<file path="src/rtl/instr_sequencer_pkg.sv">
// Shared definitions for the instruction sequencer: word widths, opcode map and FSM states.
package instr_sequencer_pkg;

  localparam int IW  = 9;
  localparam int PCW = 8;

  localparam logic [2:0] OP_ADD  = 3'b000;
  localparam logic [2:0] OP_SUB  = 3'b001;
  localparam logic [2:0] OP_NAND = 3'b010;
  localparam logic [2:0] OP_OUT  = 3'b100;
  localparam logic [2:0] OP_LDI  = 3'b101;
  localparam logic [2:0] OP_REP  = 3'b111;

  typedef enum logic [1:0] {
    IDLE = 2'd0,
    IMM  = 2'd1,
    EXEC = 2'd2,
    ILL  = 2'd3
  } state_t;

  // Any opcode outside the defined set is rejected rather than executed.
  function automatic logic is_illegal(input logic [2:0] op);
    return !(op inside {OP_ADD, OP_SUB, OP_NAND, OP_OUT, OP_LDI, OP_REP});
  endfunction

endpackage

</file>
<file path="src/rtl/instr_sequencer.sv">
// Fetch/decode sequencer: accepts instruction words, optionally an LDI immediate,
// then runs a four-step execute phase that drives the control unit step counter.
module instr_sequencer
  import instr_sequencer_pkg::*;
(
  input  logic           clock,
  input  logic           resetn,
  input  logic           run,
  input  logic           in_valid,
  input  logic [IW-1:0]  in_data,
  output logic           in_ready,
  output logic [IW-1:0]  ir,
  output logic [1:0]     count,
  output logic [IW-1:0]  imm,
  output logic           exec,
  output logic           done,
  output logic           illegal,
  output logic [PCW-1:0] pc
);

  state_t state, state_next;
  logic   xfer;

  assign xfer = in_valid && in_ready;

  // resetn is active-high and synchronous on this block.
  always_ff @(posedge clock) begin
    if (resetn) state <= IDLE;
    else        state <= state_next;
  end

  always_comb begin
    // NOTE: default first so every path assigns state_next and no latch is inferred.
    state_next = state;
    unique case (state)
      IDLE: begin
        if (xfer) begin
          if (in_data[8:6] == OP_LDI)         state_next = IMM;
          else if (is_illegal(in_data[8:6])) state_next = ILL;
          else                               state_next = EXEC;
        end
      end
      IMM:  if (xfer) state_next = EXEC;
      EXEC: if (count == 2'b11) state_next = IDLE;
      ILL:  state_next = IDLE;
      default: state_next = IDLE;
    endcase
  end

  always_comb begin
    in_ready = 1'b0;
    exec     = 1'b0;
    done     = 1'b0;
    illegal  = 1'b0;
    unique case (state)
      IDLE: in_ready = run;
      IMM:  in_ready = 1'b1;
      EXEC: begin
        exec = 1'b1;
        done = (count == 2'b11);
      end
      ILL:  illegal = 1'b1;
      default: ;
    endcase
  end

  // The immediate word goes to imm; every other accepted word is an instruction.
  always_ff @(posedge clock) begin
    if (resetn) begin
      // NOTE: non-blocking assignments keep every register sampling pre-edge values.
      ir    <= '0;
      imm   <= '0;
      pc    <= '0;
      count <= 2'b00;
    end else begin
      if (xfer) begin
        pc <= pc + PCW'(1);
        if (state == IMM) imm <= in_data;
        else              ir  <= in_data;
      end
      count <= (state == EXEC) ? count + 2'd1 : 2'b00;
    end
  end

endmodule

</file>
<file path="config.mk">
export PLATFORM = sky130hd
export DESIGN_NAME = instr_sequencer
export DESIGN_NICKNAME = d
export VERILOG_FILES = /design/src/rtl/instr_sequencer_pkg.sv /design/src/rtl/instr_sequencer.sv
export SDC_FILE = /design/constraint.sdc
export NUM_CORES = 1
export LEC_CHECK = 0
export ABC_AREA = 1
export CAP_MARGIN = 10
export CORE_MARGIN = 2
export CORE_UTILIZATION = 45
export CTS_CLUSTER_SIZE = 16
export DETAILED_ROUTE_END_ITERATION = 10
export GPL_TIMING_DRIVEN = 0
export PLACE_DENSITY = 0.79
export REMOVE_ABC_BUFFERS = 1
export SYNTH_ARGS = -nofsm -noshare
export SYNTH_HDL_FRONTEND = slang
export SYNTH_SLANG_ARGS = --single-unit
</file>
<file path="constraint.sdc">
create_clock -name clock -period 1.17 [get_ports clock]
set_input_delay 0.351 -clock clock [delete_from_list [all_inputs] [get_ports clock]]
set_output_delay 0.351 -clock clock [all_outputs]
set_load 0.05 [all_outputs]
</file>
==> results of run 1 <==
-- timing repair --
item	CTS
gates resized for setup	341
endpoints found under the hold margin	0
buffers inserted	17
cloned	4
hold buffers	0
endpoints found under the setup margin	62
pin swaps	9
-- metrics by stage --
step / utilization (%) / area [um^2] / hold WS [ns] / instances
after CTS: 85.33 / 2394 / 0.4703 / 275
after floorplan: - / 1321 / 0.4134 / 171
after global placement: 64.18 / 1800 / 0.4268 / 246
after detailed placement: 64.18 / 1800 / 0.4431 / 246
-- metal layers --
layer  overflow  global-route usage, %
met3          0                  48.13
met5          0                      0
met4          4                  65.26
met1          1                  72.13
met2          7                  86.67
-- logic make-up after synthesis --
group	count (synthesis)	share of synthesized area, %
flip-flops	30	44.36
XOR/XNOR	1	0.6471
adder cells (fa/ha/maj)	2	1.848
AO/OA/AOI/OAI	30	12.94
buffers and inverters	22	7.486
AND/OR/NAND/NOR	91	32.72
==> qor.csv, run 1 <==
metric;value;unit
synth_largest_area_cell;dfxtp_1;
h-tree-depth;2;
ios;45;
start_util;48.26;%
rows;19;
die_x;58.85;um
netlist_instances;176;
error_line;[ERROR GRT-0232] Routing congestion too high. Check the congestion heatmap in the GUI.;
grt-ovfl-total;12;
synth_edf_count;0;
ys_ff_latch;30;
portBuffers;44;
cts.sink_count;30;
yosys-top-cells-area;dfxtp_1 44%, nand2_1 12%, a21oi_1 7.0%, nand3_1 6.3%, nand3_2 4.4%;
die_y;58.85;um
syn_avg_cell_area;7.692;um^2
ys_warn_count;0;
yosysMostFrequentCell;nand2_1;
synth_top_area_share;44.36;%
dp_slack;-0.9842;ns
worst_endpoint;done;
failed_stage;5_1_grt;
grt_usage;68.28;%
endpoint_type;top-level output;
place.gp.congestion;0.7547;
async_flop_share;0;%
status;aborted with a tool error;
clk_path_buf_depth;2;
synth_flop_cell;dfxtp_1;
yosysUniqueCellTypes;24;
dp_hpwl;2331;um
grt_antenna_before_repair;1;
cts_buffers;5;
clockRootBuffer;clkbuf_4;
syn_area;1354;um^2
grt_start_max_net_pins;23;
seq_area_frac_synth;44.36;%
yosys-top-cells-count;43 x nand2_1, 30 x dfxtp_1, 19 x a21oi_1;
==> run 2: changes to the inputs <==
--- a/config.mk
+++ b/config.mk
@@ -7,12 +7,11 @@
 export LEC_CHECK = 0
 export ABC_AREA = 1
 export CAP_MARGIN = 10
-export CORE_MARGIN = 2
-export CORE_UTILIZATION = 45
-export CTS_CLUSTER_SIZE = 16
+export CORE_AREA = 2 2 63 65
 export DETAILED_ROUTE_END_ITERATION = 10
+export DIE_AREA = 0 0 65 67
 export GPL_TIMING_DRIVEN = 0
-export PLACE_DENSITY = 0.79
+export PLACE_DENSITY_LB_ADDON = 0.15
 export REMOVE_ABC_BUFFERS = 1
 export SYNTH_ARGS = -nofsm -noshare
 export SYNTH_HDL_FRONTEND = slang
==> run 2 against run 1 <==
The flow now finishes, with violations (negative setup slack). Synthesized cell count stayed put. Area after synthesis stayed put.
==> qor.csv, run 2 <==
metric;value;unit
synth_edf_count;0;
clkTransAtPathRegs;0.06;ns
crit_required;0.82;ns
synth_largest_area_cell;dfxtp_1;
highest_layer;met4;
cp_max_fo;2;
fin_nets;253;
vias_per_cell;4.791;
drt-total-wl;3908;um
mostFrequentLayoutCell;nand2_1;
die_x;65;um
clk_path_buf_depth;2;
yosys-top-cells-area;dfxtp_1 44%, nand2_1 12%, a21oi_1 7.0%, nand3_1 6.3%, nand3_2 4.4%;
seq_area_frac_synth;44.36;%
endpoint_kind;output port;
yosysUniqueCellTypes;24;
synth_top_area_share;44.36;%
arrival;1.08;ns
routed-wl-met2;2202;um
final_cell_mix;28 x nand2_1, 20 x buf_6, 19 x dfxtp_2;
syn_area;1354;um^2
maxCapViolations;0;
fmax;697.7;MHz
setup_viol;24;
wl_per_cell;13.62;um
dp_hpwl;2329;um
start_util;37.54;%
cts_buffers;5;
power.static_leakage;0.9807;nW
die_y;67;um
setup_slack;-0.2632;ns
reg_top3;imm x9, ir x9, pc x8;
clockRootBuffer;clkbuf_8;
diodes;0;
dieArea;4355;um^2
violations;negative setup slack;
cts_tree;done;
grt_pass1_wl;6437;um
drc;0;
portBuffers;44;
max_slew_margin;67.03;%
yosysMostFrequentCell;nand2_1;
grt_usage;19.66;%
tightest_slew;0.4946;ns
worst_hold_slack;0.4133;ns
h-tree-depth;2;
wl_met1;1469;um
drtPass1Iterations;6;
num_vias;1375;
drive_gt1_share;59.83;%
place.gp.congestion;0.7345;
core-area;3606;um^2
first_iter_violations;56;
wl_met3;183;um
ys_ff_latch;30;
ios;45;
hold_class;in2reg;
rows;22;
timing.final.crit_period;1.433;ns
grt_pass1_vias;1422;
final.setup_skew;0.001697;ns
postLayoutCoreUtil;69.05;%
hold_viol;0;
grt-ovfl-total;0;
rsz0062_at_grt;yes;
cp-start-kind;flip-flop;
powerDensity;1979;nW/um^2
period_share;122.5;%
slew_violations;0;
netlist_instances;176;
critPathKind;reg2out;
syn_avg_cell_area;7.692;um^2
synth_flop_cell;dfxtp_1;
cts.sink_count;30;
yosys-top-cells-count;43 x nand2_1, 30 x dfxtp_1, 19 x a21oi_1;
grt_start_max_net_pins;23;
insertion_delay;0.28;ns
async_flop_share;0;%
ys_warn_count;0;
status;finished with violations;
ant_nets;0;
grt_antenna_before_repair;0;
ir_worst_vdd;0.001124;V
power;4.927;mW
areaGrowthSynthToFinish;83.92;%
tns;-1.889;ns
[run 2: cell counts after synthesis]
Identical to the previous run, type by type.
[run 2: final cells by class]
class	count	area [um^2]
Clock buffer	8	110.1
Fill cell	280	1116
Inverter	17	101.3
Multi-Input combinational cell	125	872.1
Sequential cell	30	665.6
Tap cell	48	60.06
Timing Repair Buffer	57	660.6
Timing Repair inverter	2	20.02
[run 2: where the power goes]
part | internal (mW) | switching (mW)
sequential | 1.21 | 0.212
combinational | 1.04 | 1.51
clock | 0.593 | 0.370
[run 2: routing by layer]
metal  track usage (%)  vias to the layer above
li1                  -                      696
met1             19.34                      642
met2             38.14                       32
met3             6.250                        5
met4             7.181                        0
met5                 0                        -
[run 2: logic make-up (layout without fill, tap and decap cells)]
kind of cell,after synthesis,after routing,share of synthesized area (%)
DFF,30,30,44.36
xor gates and xnor gates,1,1,0.6471
adders and majority gates,2,2,1.848
buffers and inverters,22,84,7.486
AOI/OAI and AO/OA,30,30,12.94
and+or+nand+nor,91,92,32.72
[run 2: what timing repair did]
action,CTS,global route
resized for setup,316,48
cloned,3,0
setup endpoints to repair,62,57
buffers inserted,11,3
pin swaps,11,7
hold buffers,0,0
[run 2: path summary, 6_finish.rpt]
kind	start	end	slack, ns	depth (start not counted)
worst max-delay path	count[1]$_SDFF_PP0_	done	-0.26	4
worst min-delay path	in_data[6]	ir[6]$_SDFFE_PP0P_	0.41	3
worst max register to register	state[1]$_SDFFE_PP0P_	ir[2]$_SDFFE_PP0P_	-0.08	9
worst min register to register	ir[7]$_SDFFE_PP0P_	ir[7]$_SDFFE_PP0P_	0.47	2
[run 2: per-stage QoR]
stage	area [um^2]	setup slack [ns]	instances
5_1_grt	2490	-0.2934	287
3_3_place_gp	1822	-0.9627	263
2_1_floorplan	1321	-0.7421	171
4_1_cts	2364	-0.2249	285
6_report	2490	-0.2632	287
3_5_place_dp	1822	-0.9804	263
[run 2: critical path: stages, from the launching register on]
cell	delay, ns
dfxtp_2	0.35
ha_4	0.14
inv_4	0.04
nor2_4	0.11
buf_6	0.16
Note: power is estimated with default switching activity, not from simulation.
